<file path="src/rtl/instruction_fetch_if.sv">
// instruction_fetch_if: instruction-memory request/response channel and decode-side handshake
interface instruction_fetch_if;
    logic        imem_req_valid;
    logic        imem_req_ready;
    logic [31:0] imem_req_addr;
    logic        imem_rsp_valid;
    logic [31:0] imem_rsp_data;
    logic        instr_valid;
    logic        instr_ready;
    logic [31:0] instr;
    logic [31:0] instr_pc;
    modport master (
        output imem_req_valid, imem_req_addr, instr_valid, instr, instr_pc,
        input  imem_req_ready, imem_rsp_valid, imem_rsp_data, instr_ready
    );
    modport slave (
        input  imem_req_valid, imem_req_addr, instr_valid, instr, instr_pc,
        output imem_req_ready, imem_rsp_valid, imem_rsp_data, instr_ready
    );
endinterface

</file>
<file path="src/rtl/instruction_fetch.sv">
// instruction_fetch: credit-limited fetch with a {pc, word} buffer; IFETCH_MISALIGN_CHECK_EN adds misaligned_fault
module instruction_fetch #(
    parameter logic [31:0] RESET_PC   = 32'h0000_0000,
    parameter int          FIFO_DEPTH = 2
) (
    input  logic                clk,
    input  logic                reset,
    input  logic                redirect_valid,
    input  logic [31:0]         redirect_pc,
`ifdef IFETCH_MISALIGN_CHECK_EN
    output logic                misaligned_fault,
`endif
    instruction_fetch_if.master bus
);
    localparam int            AW    = $clog2(FIFO_DEPTH);
    localparam int            CW    = $clog2(FIFO_DEPTH + 1);
    localparam logic [CW:0]   DEPTH = (CW + 1)'(FIFO_DEPTH);

    logic [31:0]   fetch_pc, rsp_pc, target_pc;
    logic [31:0]   fifo_pc   [FIFO_DEPTH];
    logic [31:0]   fifo_word [FIFO_DEPTH];
    logic [CW-1:0] outstanding, drop_cnt, count;
    logic [AW-1:0] rd_ptr, wr_ptr;
    logic          blocked, req_fire, push, pop;

`ifdef IFETCH_MISALIGN_CHECK_EN
    logic fault;
    assign blocked          = fault;
    assign misaligned_fault = fault;
    // keep the raw target in fetch_pc so a faulting address stays visible
    assign target_pc        = redirect_pc;
    always_ff @(posedge clk) begin
        if (reset)
            fault <= 1'b0;
        else if (redirect_valid)
            fault <= redirect_pc[1:0] != 2'b00;
    end
`else
    assign blocked   = 1'b0;
    assign target_pc = redirect_pc & 32'hFFFF_FFFC;
`endif

    // outstanding + buffered never exceeds the buffer, so a push always has room
    assign bus.imem_req_valid = !reset && !redirect_valid && !blocked &&
                                ({1'b0, outstanding} + {1'b0, count} < DEPTH);
    assign bus.imem_req_addr  = fetch_pc;
    assign bus.instr_valid    = (count != '0) && !redirect_valid && !reset;
    assign bus.instr          = fifo_word[rd_ptr];
    assign bus.instr_pc       = fifo_pc[rd_ptr];
    assign req_fire           = bus.imem_req_valid && bus.imem_req_ready;
    assign pop                = bus.instr_valid && bus.instr_ready;
    assign push               = bus.imem_rsp_valid && (drop_cnt == '0) && !redirect_valid && !reset;

    always_ff @(posedge clk) begin
        if (reset) begin
            fetch_pc    <= RESET_PC;
            rsp_pc      <= RESET_PC;
            outstanding <= '0;
            drop_cnt    <= '0;
            count       <= '0;
            rd_ptr      <= '0;
            wr_ptr      <= '0;
        end else if (redirect_valid) begin
            fetch_pc    <= target_pc;
            rsp_pc      <= target_pc & 32'hFFFF_FFFC;
            drop_cnt    <= outstanding - CW'(bus.imem_rsp_valid);
            outstanding <= outstanding - CW'(bus.imem_rsp_valid);
            count       <= '0;
            rd_ptr      <= '0;
            wr_ptr      <= '0;
        end else begin
            if (req_fire)
                fetch_pc <= fetch_pc + 32'd4;
            if (push) begin
                rsp_pc <= rsp_pc + 32'd4;
                wr_ptr <= wr_ptr + AW'(1);
            end
            if (pop)
                rd_ptr <= rd_ptr + AW'(1);
            if (bus.imem_rsp_valid && drop_cnt != '0)
                drop_cnt <= drop_cnt - CW'(1);
            outstanding <= outstanding + CW'(req_fire) - CW'(bus.imem_rsp_valid);
            count       <= count + CW'(push) - CW'(pop);
        end
    end

    always_ff @(posedge clk) begin
        if (push) begin
            fifo_pc[wr_ptr]   <= rsp_pc;
            fifo_word[wr_ptr] <= bus.imem_rsp_data;
        end
    end
endmodule

</file>
<file path="src/flat_wrapper.sv">
// flat-port wrapper written by rule: the top's interface ports become plain ports
module instruction_fetch_flat 
#(
    parameter logic [31:0] RESET_PC   = 32'h0000_0000,
    parameter int          FIFO_DEPTH = 2
)
  (clk, reset, redirect_valid, redirect_pc, bus_imem_req_valid, bus_imem_req_addr, bus_instr_valid, bus_instr, bus_instr_pc, bus_imem_req_ready, bus_imem_rsp_valid, bus_imem_rsp_data, bus_instr_ready);
  instruction_fetch_if bus_i ();
  input  logic clk;
  input  logic reset;
  input  logic redirect_valid;
  input  logic [31:0] redirect_pc;
  output wire logic [$bits(bus_i.imem_req_valid)-1:0] bus_imem_req_valid;
  output wire logic [$bits(bus_i.imem_req_addr)-1:0] bus_imem_req_addr;
  output wire logic [$bits(bus_i.instr_valid)-1:0] bus_instr_valid;
  output wire logic [$bits(bus_i.instr)-1:0] bus_instr;
  output wire logic [$bits(bus_i.instr_pc)-1:0] bus_instr_pc;
  input wire logic [$bits(bus_i.imem_req_ready)-1:0] bus_imem_req_ready;
  input wire logic [$bits(bus_i.imem_rsp_valid)-1:0] bus_imem_rsp_valid;
  input wire logic [$bits(bus_i.imem_rsp_data)-1:0] bus_imem_rsp_data;
  input wire logic [$bits(bus_i.instr_ready)-1:0] bus_instr_ready;
  assign bus_imem_req_valid = bus_i.imem_req_valid;
  assign bus_imem_req_addr = bus_i.imem_req_addr;
  assign bus_instr_valid = bus_i.instr_valid;
  assign bus_instr = bus_i.instr;
  assign bus_instr_pc = bus_i.instr_pc;
  assign bus_i.imem_req_ready = bus_imem_req_ready;
  assign bus_i.imem_rsp_valid = bus_imem_rsp_valid;
  assign bus_i.imem_rsp_data = bus_imem_rsp_data;
  assign bus_i.instr_ready = bus_instr_ready;
  instruction_fetch #(.RESET_PC(RESET_PC), .FIFO_DEPTH(FIFO_DEPTH)) u_core (.clk(clk), .reset(reset), .redirect_valid(redirect_valid), .redirect_pc(redirect_pc), .bus(bus_i));
endmodule
</file>
<file path="config.mk">
export PLATFORM = sky130hd
export DESIGN_NAME = instruction_fetch_flat
export DESIGN_NICKNAME = d
export VERILOG_FILES = /design/src/rtl/instruction_fetch_if.sv /design/src/rtl/instruction_fetch.sv /design/src/flat_wrapper.sv
export SDC_FILE = /design/constraint.sdc
export NUM_CORES = 1
export LEC_CHECK = 0
export BUFFER_PORTS_ARGS = -buffer_cell sky130_fd_sc_hd__buf_2
export CAP_MARGIN = 20
export CELL_PAD_IN_SITES_DETAIL_PLACEMENT = 2
export CELL_PAD_IN_SITES_GLOBAL_PLACEMENT = 2
export CORE_UTILIZATION = 39
export DETAILED_ROUTE_END_ITERATION = 10
export PLACE_DENSITY = 0.88
export REMOVE_ABC_BUFFERS = 1
export SYNTH_ARGS = -nofsm -noshare
export SYNTH_HDL_FRONTEND = slang
export SYNTH_SLANG_ARGS = --single-unit
</file>
<file path="constraint.sdc">
create_clock -name clk -period 6.85 [get_ports clk]
set_input_delay 1.37 -clock clk [delete_from_list [all_inputs] [get_ports clk]]
set_output_delay 1.37 -clock clk [all_outputs]
set_load 0.1 [all_outputs]
</file>
==> results of run 1 <==
sequential cells by signal (all words and copies together) (netlist names), named ones only:
register and count:
u_core.bus.imem_req_addr 30, u_core.count 2, u_core.drop_cnt 2, u_core.fifo_pc 60, u_core.fifo_word 64, u_core.outstanding 2, u_core.rd_ptr 1, u_core.rsp_pc 30
u_core.wr_ptr 1
metrics by stage:
| step | total power (uW) | hold slack, ns | utilization [%] | cell area [um^2] |
|---|---|---|---|---|
| floorplan | 1620 | 0.426 | - | 8090 |
| global placement | 1700 | 0.458 | 45.4 | 9300 |
| detailed placement | 1720 | 0.484 | 45.4 | 9300 |
| CTS | 2660 | 0.499 | 48.0 | 9840 |
| global route | 2720 | 0.520 | 48.0 | 9840 |
| finish | 2640 | 0.506 | 48.0 | 9840 |
layout make-up:
class / instances / share of cell area [%]
Sequential cell: 193 / 51.9
Timing Repair Buffer: 168 / 8.72
Inverter: 36 / 1.37
Tap cell: 270 / 3.43
Clock buffer: 19 / 4.40
Multi-Input combinational cell: 385 / 29.0
Clock inverter: 13 / 1.14
power groups by stage:
stage / sequential, uW / clock, uW / combinational [uW]
final: 1330 / 937 / 371
after CTS: 1330 / 960 / 373
after global placement: 1350 / 0 / 353
after detailed placement: 1350 / 0 / 365
after global routing: 1340 / 995 / 386
after floorplan: 1430 / 0 / 187
synthesized netlist by cell type, types with 3 or more instances:
cell | count | area, um^2
xor2_1 | 36 | 315
mux2_2 | 64 | 721
nor3_1 | 6 | 30.0
inv_1 | 36 | 135
xnor2_1 | 21 | 184
a211oi_1 | 12 | 90.1
edfxtp_1 | 124 | 3720
clkbuf_1 | 20 | 75.1
a31oi_1 | 3 | 18.8
buf_2 | 3 | 15.0
nand2_1 | 28 | 105
a21boi_0 | 34 | 255
nand3_1 | 19 | 95.1
o21bai_1 | 4 | 30.0
a21oi_1 | 28 | 140
buf_4 | 4 | 30.0
and4_1 | 5 | 43.8
ha_1 | 7 | 87.6
and2_1 | 5 | 31.3
dfxtp_1 | 69 | 1380
and3_1 | 9 | 56.3
nand4_1 | 27 | 169
buf_1 | 4 | 15.0
nor2_1 | 38 | 143
nor4_1 | 3 | 18.8
and3_2 | 3 | 22.5
o22ai_1 | 3 | 18.8
per-layer routing:
layer  part of all wire, %  vias to the layer above  global-route usage, %
met5                 0.055                        -                      0
met4                   2.2                        2                   8.66
met3                   4.1                       34                   3.77
met2                    51                      182                   39.2
met1                    43                     2918                   27.3
li1                      -                     2644                      -
worst reg2reg max path: stages (launching register included):
cell and delay, ns:
dfxtp_1 0.33, inv_1 0.08, ha_1 0.26, nand4bb_1 0.45
inv_1 0.30, and2_2 0.61, buf_4 0.58
logic make-up (layout without fill, tap and decap cells):
logic type | after synthesis | after routing | synth area share [%]
AOI/OAI and AO/OA | 92 | 92 | 7.42
other | 1 | 4 | 0.0454
xor gates and xnor gates | 57 | 57 | 6.04
muxes | 65 | 65 | 8.84
and+or+nand+nor | 159 | 159 | 10.7
buffers and inverters | 71 | 236 | 3.88
adders and majority gates | 8 | 8 | 1.30
DFF | 193 | 193 | 61.8
worst paths after layout:
kind	end	cells past startpoint
worst max-delay path	bus_imem_req_valid	5
worst min-delay path	u_core.fifo_pc[1][29]	0
worst max register to register	u_core.fifo_word[1][27]	6
worst min register to register	u_core.fifo_pc[1][29]	0
==> flow_metrics.py, run 1 <==
metrics = {
    "global_route": {
        "grt_pass1_wl_mm": 36.4,
        "grt_max_degree": 63,
        "grt_overflow": 0,
        "grt_pass1_vias": 6324,
        "antenna_found_initial": 1,
        "grt_usage_pct": 22.3,
    },
    "critical_path": {
        "cp_top_family": "buffers and inverters",
        "path_max_fanout": 45,
        "crit_chain": "buf_2 > buf_4 > or2_2 > nor3_1 > buf_2",
        "critPathLaunchType": "primary input",
        "cp_slowest_cell": "buf_2",
        "crit_buf_inv": 3,
        "startpoint": "reset",
        "path_class": "in2out",
        "crit_required_ns": 5.48,
        "cpMostUsedCell": "buf_2",
        "max_stage_delay_ns": 0.46,
        "crit_arrival_ns": 2.84,
        "end_kind": "primary output",
        "reg2reg_from": "u_core.drop_cnt[0]",
        "r2r_slack_ns": 3.86,
    },
    "timing": {
        "finalCriticalPeriod_ns": 4.21,
        "setup_tns_ns": 0,
        "grt_setup_unrepaired": "no",
        "worst_clock_skew_ns": 0.00932,
        "fmax_mhz": 238,
        "fin_crit_sh_pct": 61.5,
        "worst_pin_slew_ns": 0.862,
        "setup_viol": 0,
        "max_slew_margin_pct": 42.6,
        "final_max_slew_viol_count": 0,
        "hold_violations": 0,
        "setup_ws_ns": 2.64,
    },
    "drt": {
        "firstDrtPassIters": 4,
        "drtAntennaViolNets": 0,
        "routedWlPerCell_um": 21.8,
        "drt_wl_total_mm": 23.7,
        "vias_per_cell": 5.33,
        "drc": 0,
        "first_iter_violations": 236,
        "vias": 5780,
    },
    "layout": {
        "multi_input_area_um2": 2860,
        "final_cell_mix": "161 x buf_2, 124 x edfxtp_1, 68 x dfxtp_1, 64 x mux2_2, 37 x nor2_1",
        "regArea_um2": 5110,
        "fill_cells": 2089,
        "diodes": 0,
        "final_common_cell": "buf_2",
        "layoutNonFillerInstCount": 1084,
        "drive_gt1_share_pct": 33.7,
        "area_delta_synth_final_pct": 19.1,
        "fin_nets": 879,
    },
    "die": {
        "rows": 52,
        "die-area_um2": 21800,
        "die_h_um": 148,
        "coreArea_um2": 20500,
        "start_util_pct": 40.3,
        "fp.dieW_um": 148,
        "pin_count": 168,
    },
    "outcome": {
        "outcome": "finished clean",
    },
    "pwr": {
        "peakVddDrop_uv": 157,
        "internal_power_uw": 1870,
        "leakage_uw": 0.00371,
        "p_sw_share_pct": 29.3,
        "p_sw_uw": 773,
        "pwr-share-comb_pct": 14.0,
        "clock_power_share_pct": 35.5,
        "p_seq_share_pct": 50.5,
        "power.density_nw_per_um2": 268,
    },
    "clock_tree": {
        "hold_buffers": 0,
        "cts_buffer_depth": 2,
        "cts_tree": "yes",
        "numCtsBuffers": 17,
        "postCtsSetupBuffers": 0,
        "cts_htree_levels": 4,
        "clk_latency_ns": 0.44,
        "clk_pin_slew_ns": 0.07,
        "root_buffer": "clkbuf_16",
        "ctsResizeCount": 0,
        "cts.sinks": 193,
    },
    "hold_path": {
        "hp-class": "reg2reg",
        "hp-start": "u_core.rsp_pc[29]",
    },
    "synthesis": {
        "ys_seq_area_share_pct": 61.8,
        "ys.flop_type": "edfxtp_1",
        "netlist_area_um2": 8260,
        "synth-seq-cells": 193,
        "yosys_warnings": 0,
        "synth_cells": 646,
        "synth-edff-count": 124,
        "synth_cell_types": 50,
        "ys_async_sr_fraction_pct": 0,
        "avgSynthCellArea_um2": 12.8,
    },
    "placement": {
        "pre_cts_ws_ns": 2.64,
        "dp_cells": 1052,
        "portBuffers": 161,
        "gp_congestion": 0.834,
        "dp_hpwl_mm": 15.7,
    },
    "job": {
        "cap_viol_max_count": 0,
    },
}
(Power assumes the default switching activity.)
==> run 2: changes to the inputs <==
Settings changed: CORE_UTILIZATION 39 to 37, PLACE_DENSITY 0.88 to 0.84.
Clock period 6.85 ns to 4.1 ns, I/O delays scaled along.
==> run 2 against run 1 <==
Compared with the run above:
- routed wire length is 1.7% lower
- non-clock buffer count is 4 higher
- final area is 1.5% higher
- clock power is 82% higher
- critical path depth is 2 lower
- die area is 5.3% higher
- largest power group unchanged
==> flow_metrics.py, run 2 (synthesized netlist as in run 1, its figures left out) <==
metrics = {
    "layout": {
        "largestRegisters": "u_core.fifo_word (64), u_core.fifo_pc (60)",
        "drive_gt1_share_pct": 34.2,
        "largest_reg_flops": 64,
        "fin_util_pct": 45.6,
        "final_common_cell": "buf_2",
        "area_delta_synth_final_pct": 20.8,
        "fin_area_um2": 9990,
        "max_flop_register": "u_core.fifo_word",
        "fin_nets": 883,
        "final_cell_mix": "161 x buf_2, 124 x edfxtp_1, 68 x dfxtp_1, 64 x mux2_2, 37 x nor2_1",
        "diodes": 0,
    },
    "outcome": {
        "outcome": "finished clean",
    },
    "timing": {
        "worst_pin_slew_ns": 0.815,
        "worst_clock_skew_ns": 0.00916,
        "hold_violations": 0,
        "finalCriticalPeriod_ns": 3.04,
        "grt_setup_unrepaired": "no",
        "fmax_mhz": 329,
        "max_slew_margin_pct": 45.4,
        "fin_crit_sh_pct": 74.1,
        "final_max_slew_viol_count": 0,
        "setup_viol": 0,
    },
    "clock_tree": {
        "cts_tree": "yes",
        "ctsResizeCount": 0,
        "cts_buffer_depth": 2,
        "postCtsSetupBuffers": 0,
        "clk_latency_ns": 0.45,
        "clk_pin_slew_ns": 0.07,
        "cts.sinks": 193,
        "numCtsBuffers": 17,
        "hold_buffers": 0,
        "root_buffer": "clkbuf_16",
        "cts_htree_levels": 4,
    },
    "critical_path": {
        "crit_chain": "buf_4 > mux2_2 > buf_2",
        "path_max_fanout": 25,
        "r2r_slack_ns": 1.35,
        "critPathLaunchType": "register",
        "end_kind": "primary output",
        "cp_slowest_cell": "dfxtp_2",
        "regToRegEndpoint": "u_core.bus.imem_req_addr[29]",
        "r2r_cells": 8,
        "crit_required_ns": 3.28,
        "max_stage_delay_ns": 0.64,
        "crit_arrival_ns": 2.22,
        "path_class": "reg2out",
        "reg2reg_from": "u_core.count[0]",
    },
    "hold_path": {
        "hp-start": "u_core.rsp_pc[29]",
        "hold_depth": 0,
        "hold_end": "u_core.fifo_pc[1][29]",
        "hp-class": "reg2reg",
    },
    "pwr": {
        "leakage_uw": 0.00377,
        "peakVddDrop_uv": 246,
        "power.density_nw_per_um2": 456,
    },
    "global_route": {
        "grt_pass1_vias": 6298,
        "grt_usage_pct": 21.0,
        "grt_max_degree": 63,
        "antenna_found_initial": 0,
        "grt_overflow": 0,
        "grt_pass1_wl_mm": 35.4,
    },
    "die": {
        "pin_count": 168,
        "die_h_um": 151,
        "fp.dieW_um": 151,
        "start_util_pct": 37.8,
        "coreArea_um2": 21900,
        "rows": 54,
        "die-area_um2": 22900,
    },
    "drt": {
        "drt_wl_total_mm": 23.3,
        "drc": 0,
        "drtAntennaViolNets": 0,
        "firstDrtPassIters": 4,
        "vias": 5769,
        "first_iter_violations": 214,
        "routedWlPerCell_um": 21.2,
        "vias_per_cell": 5.25,
    },
    "placement": {
        "placed_area_um2": 9390,
        "portBuffers": 161,
        "gp_congestion": 0.769,
        "dp_hpwl_mm": 16.3,
    },
    "job": {
        "cap_viol_max_count": 0,
    },
}
[run 2: area by class of cell]
type | count | area [um^2]
clock buffer | 17 | 425
multi-input combinational | 385 | 2860
clock inverter | 15 | 173
sequential | 193 | 5110
inverter | 36 | 135
tap | 280 | 350
fill | 2253 | 11900
timing repair buffer | 172 | 938
[run 2: report_power, final]
part           switching (uW)  internal, uW
Clock                     795           917
Sequential               77.9          2140
Combinational             480           141
[run 2: worst max-delay path: cells and delay by family (launching register included)]
| family | cells | cell delay [ns] |
|---|---|---|
| buffers and inverters | 2 | 0.72 |
| flip-flops | 1 | 0.64 |
| multiplexers | 1 | 0.39 |
[run 2: routing by layer]
layer  wire length, um  track usage [%]  part of all wire [%]  vias up
li1                  -                -                     -     2655
met1              9880             25.7                    42     2922
met2             11900             36.6                    51      160
met3              1060             4.04                   4.6       32
met4               401             7.60                   1.7        0
met5                 0                0                     0        -
[run 2: worst max path at each step]
stage	start	end	cells after the start
after floorplan	reset	u_core.fifo_pc[0][10]	2
after global placement	reset	bus_imem_req_valid	4
final	register	bus_instr_pc[16]	3
after CTS	register	bus_instr_pc[2]	3
after global routing	register	bus_instr_pc[16]	3
after detailed placement	reset	bus_imem_req_valid	4
[run 2: through the flow]
| step | hold slack, ns | cells | setup TNS [ns] | setup WS [ns] | power (uW) |
|---|---|---|---|---|---|
| after CTS | 0.499 | 1098 | 0 | 0.988 | 4600 |
| after global placement | 0.462 | 1066 | 0 | 1.12 | 2850 |
| after global routing | 0.510 | 1098 | 0 | 0.928 | 4710 |
| after floorplan | 0.426 | 614 | -9.99 | -0.161 | 2700 |
| final | 0.500 | 1098 | 0 | 1.06 | 4550 |
| after detailed placement | 0.477 | 1066 | 0 | 1.10 | 2880 |
==> run 3: changes to the inputs <==
Settings changed: ABC_AREA from default to 1, CORE_UTILIZATION 37 to 31, PLACE_DENSITY 0.84 to 0.8.
Clock period 4.1 ns to 2.6 ns, I/O delays scaled along.
==> run 3 against run 2 <==
Compared with the run above:
- clock power is 56% higher
- register-to-register slack worse by 0.79 ns
- first-iteration DRC count is 50% higher
- area after synthesis is 10% higher
- sequential power is 57% higher
==> flow_metrics.py, run 3 <==
metrics = {
    "critical_path": {
        "end_kind": "primary output",
        "reg2reg_from": "u_core.count[0]",
        "path_class": "reg2out",
        "critPathLaunchType": "register",
        "r2r_cells": 10,
        "regToRegEndpoint": "u_core.bus.imem_req_addr[20]",
        "crit_arrival_ns": 1.94,
        "r2r_slack_ns": 0.56,
        "crit_required_ns": 2.08,
        "crit_end": "bus_imem_req_valid",
        "path_max_fanout": 3,
        "startpoint": "u_core.count[0]",
    },
    "layout": {
        "largest_reg_flops": 64,
        "final_cell_mix": "233 x nand2_1, 159 x buf_2, 124 x edfxtp_1, 99 x inv_1, 70 x nor2_1",
        "largestRegisters": "u_core.fifo_word (64), u_core.fifo_pc (60)",
        "final_common_cell": "nand2_1",
        "multi_input_area_um2": 3440,
        "drive_gt1_share_pct": 28.0,
        "fill_cells": 3183,
        "diodes": 0,
        "max_flop_register": "u_core.fifo_word",
        "fin_nets": 1186,
        "regArea_um2": 5110,
        "area_delta_synth_final_pct": 21.6,
        "layoutNonFillerInstCount": 1505,
    },
    "global_route": {
        "grt_overflow": 0,
        "grt_usage_pct": 18.9,
        "grt_max_degree": 48,
        "grt_pass1_vias": 7918,
        "grt_pass1_wl_mm": 44.0,
        "antenna_found_initial": 0,
    },
    "placement": {
        "dp_hpwl_mm": 21.1,
        "dp_cells": 1473,
        "portBuffers": 161,
        "gp_congestion": 0.795,
    },
    "timing": {
        "worst_clock_skew_ns": 0.0258,
        "max_slew_margin_pct": 54.7,
        "worst_pin_slew_ns": 0.678,
        "fin_hold_ws_ns": 0.255,
        "setup_viol": 0,
        "final_max_slew_viol_count": 0,
        "setup_tns_ns": 0,
        "hold_violations": 0,
        "grt_setup_unrepaired": "no",
        "finalCriticalPeriod_ns": 2.46,
        "fin_crit_sh_pct": 94.6,
        "fmax_mhz": 407,
    },
    "pwr": {
        "p_sw_uw": 2290,
        "leakage_uw": 0.00434,
        "power.density_nw_per_um2": 649,
        "peakVddDrop_uv": 408,
        "clock_power_share_pct": 37.2,
        "p_seq_share_pct": 48.5,
        "pwr-share-comb_pct": 14.3,
        "internal_power_uw": 4900,
        "p_sw_share_pct": 31.8,
    },
    "die": {
        "die_h_um": 173,
        "die-area_um2": 30000,
        "start_util_pct": 31.6,
        "rows": 62,
        "fp.dieW_um": 173,
        "pin_count": 168,
        "coreArea_um2": 28800,
    },
    "clock_tree": {
        "clk_pin_slew_ns": 0.08,
        "clk_latency_ns": 0.45,
        "numCtsBuffers": 17,
        "root_buffer": "clkbuf_16",
        "hold_buffers": 0,
        "postCtsSetupBuffers": 0,
        "cts_buffer_depth": 2,
        "ctsResizeCount": 0,
        "cts_tree": "yes",
        "cts.sinks": 193,
        "cts_htree_levels": 4,
    },
    "synthesis": {
        "ys_async_sr_fraction_pct": 0,
        "synthTopCellsByArea": "edfxtp_1 41%, dfxtp_1 15%, nand2_1 9.6%, mux2_2 7.7%, inv_1 4.1%",
        "synth-seq-cells": 193,
        "synth_cells": 941,
        "synth_compound_area_share_pct": 6.60,
        "synth_top_family_by_area": "simple AND/OR/NAND/NOR gates",
        "synth_top_area_share_pct": 40.9,
        "yosysMostFrequentCell": "nand2_1",
        "synth_top_cell_by_area": "edfxtp_1",
        "synth_fa_ha_area_share_pct": 1.18,
        "synthSimpleGateAreaFrac_pct": 20.1,
        "ys_seq_area_share_pct": 56.1,
        "synth_common_cells": "233 x nand2_1, 124 x edfxtp_1, 99 x inv_1, 72 x nor2_1, 69 x dfxtp_1",
        "muxShareOfSynthArea_pct": 7.67,
        "ys.flop_type": "edfxtp_1",
        "netlist_area_um2": 9100,
        "synthXorXnorAreaFrac_pct": 1.83,
        "yosys_warnings": 0,
        "avgSynthCellArea_um2": 9.67,
        "synth_cell_types": 39,
        "synth-edff-count": 124,
    },
    "drt": {
        "drtAntennaViolNets": 0,
        "vias_per_cell": 4.80,
        "firstDrtPassIters": 4,
        "drc": 0,
        "vias": 7223,
        "first_iter_violations": 320,
        "routedWlPerCell_um": 18.7,
        "drt_wl_total_mm": 28.1,
    },
    "hold_path": {
        "hp-class": "in2reg",
        "hold_depth": 1,
    },
    "job": {
        "cap_viol_max_count": 0,
    },
    "outcome": {
        "outcome": "finished clean",
    },
}
==> run 3: cell count changes after synthesis, moves of 16 or more <==
cell,before,now
inv_1,36,99
nand3_1,19,50
xnor2_1,21,3
a21oi_1,28,44
a21boi_0,34,0
xor2_1,36,16
nor2_1,38,72
nand2_1,28,233
o21ai_0,2,32
==> run 3: power groups by stage <==
stage | Combinational, uW | Clock (uW) | Sequential, uW
after floorplan | 548 | 0 | 3720
after global placement | 1000 | 0 | 3540
after detailed placement | 1030 | 0 | 3550
after CTS | 1040 | 2750 | 3480
after global routing | 1100 | 2850 | 3500
final | 1030 | 2670 | 3480
==> run 3: cells by family after synthesis <==
family / Yosys count
simple gates: 409
other cells: 1
flops: 193
buf+inv: 137
xor+xnor: 19
mux: 62
compound gates: 112
fa+ha+maj: 8
==> run 3: worst min-delay path by stage <==
stage,start,endpoint
2_1_floorplan,u_core.rsp_pc[31],u_core.fifo_pc[0][31]
3_3_place_gp,u_core.rsp_pc[31],u_core.fifo_pc[0][31]
3_5_place_dp,u_core.bus.imem_req_addr[2],u_core.bus.imem_req_addr[2]
4_1_cts,bus_imem_rsp_data[20],u_core.fifo_word[0][20]
5_1_grt,bus_imem_rsp_data[22],u_core.fifo_word[0][22]
6_report,bus_imem_rsp_data[22],u_core.fifo_word[0][22]
==> run 3: worst max-delay path, stage by stage, from the launching register on <==
cell and delay (ns):
dfxtp_1 0.37, nand2_1 0.06, inv_1 0.07, fa_1 0.43
nor3_1 0.35, buf_12 0.22
==> run 3: cell type report <==
type	count	area share [%]
sequential	193	46.2
clock inverter	15	1.69
multi-input combinational	614	31.1
tap	384	4.34
inverter	106	3.66
timing repair buffer	176	9.25
clock buffer	17	3.85
==> run 3: through the flow <==
step / instance area, um^2 / setup slack [ns] / power, uW / util, %
CTS: 11100 / 0.0896 / 7280 / 38.4
finish: 11100 / 0.141 / 7180 / 38.4
detailed placement: 10500 / 0.305 / 4590 / 36.3
global route: 11100 / 0.0415 / 7450 / 38.4
floorplan: 8930 / -1.60 / 4260 / -
global placement: 10500 / 0.399 / 4540 / 36.3
==> run 3: metal layers <==
| metal | part of all wire (%) | vias up | global-route usage, % |
|---|---|---|---|
| met4 | 1.2 | 0 | 4.94 |
| met3 | 3.4 | 20 | 2.76 |
| met5 | 0 | - | 0 |
| met1 | 44 | 3581 | 23.6 |
| li1 | - | 3465 | - |
| met2 | 51 | 157 | 33.8 |
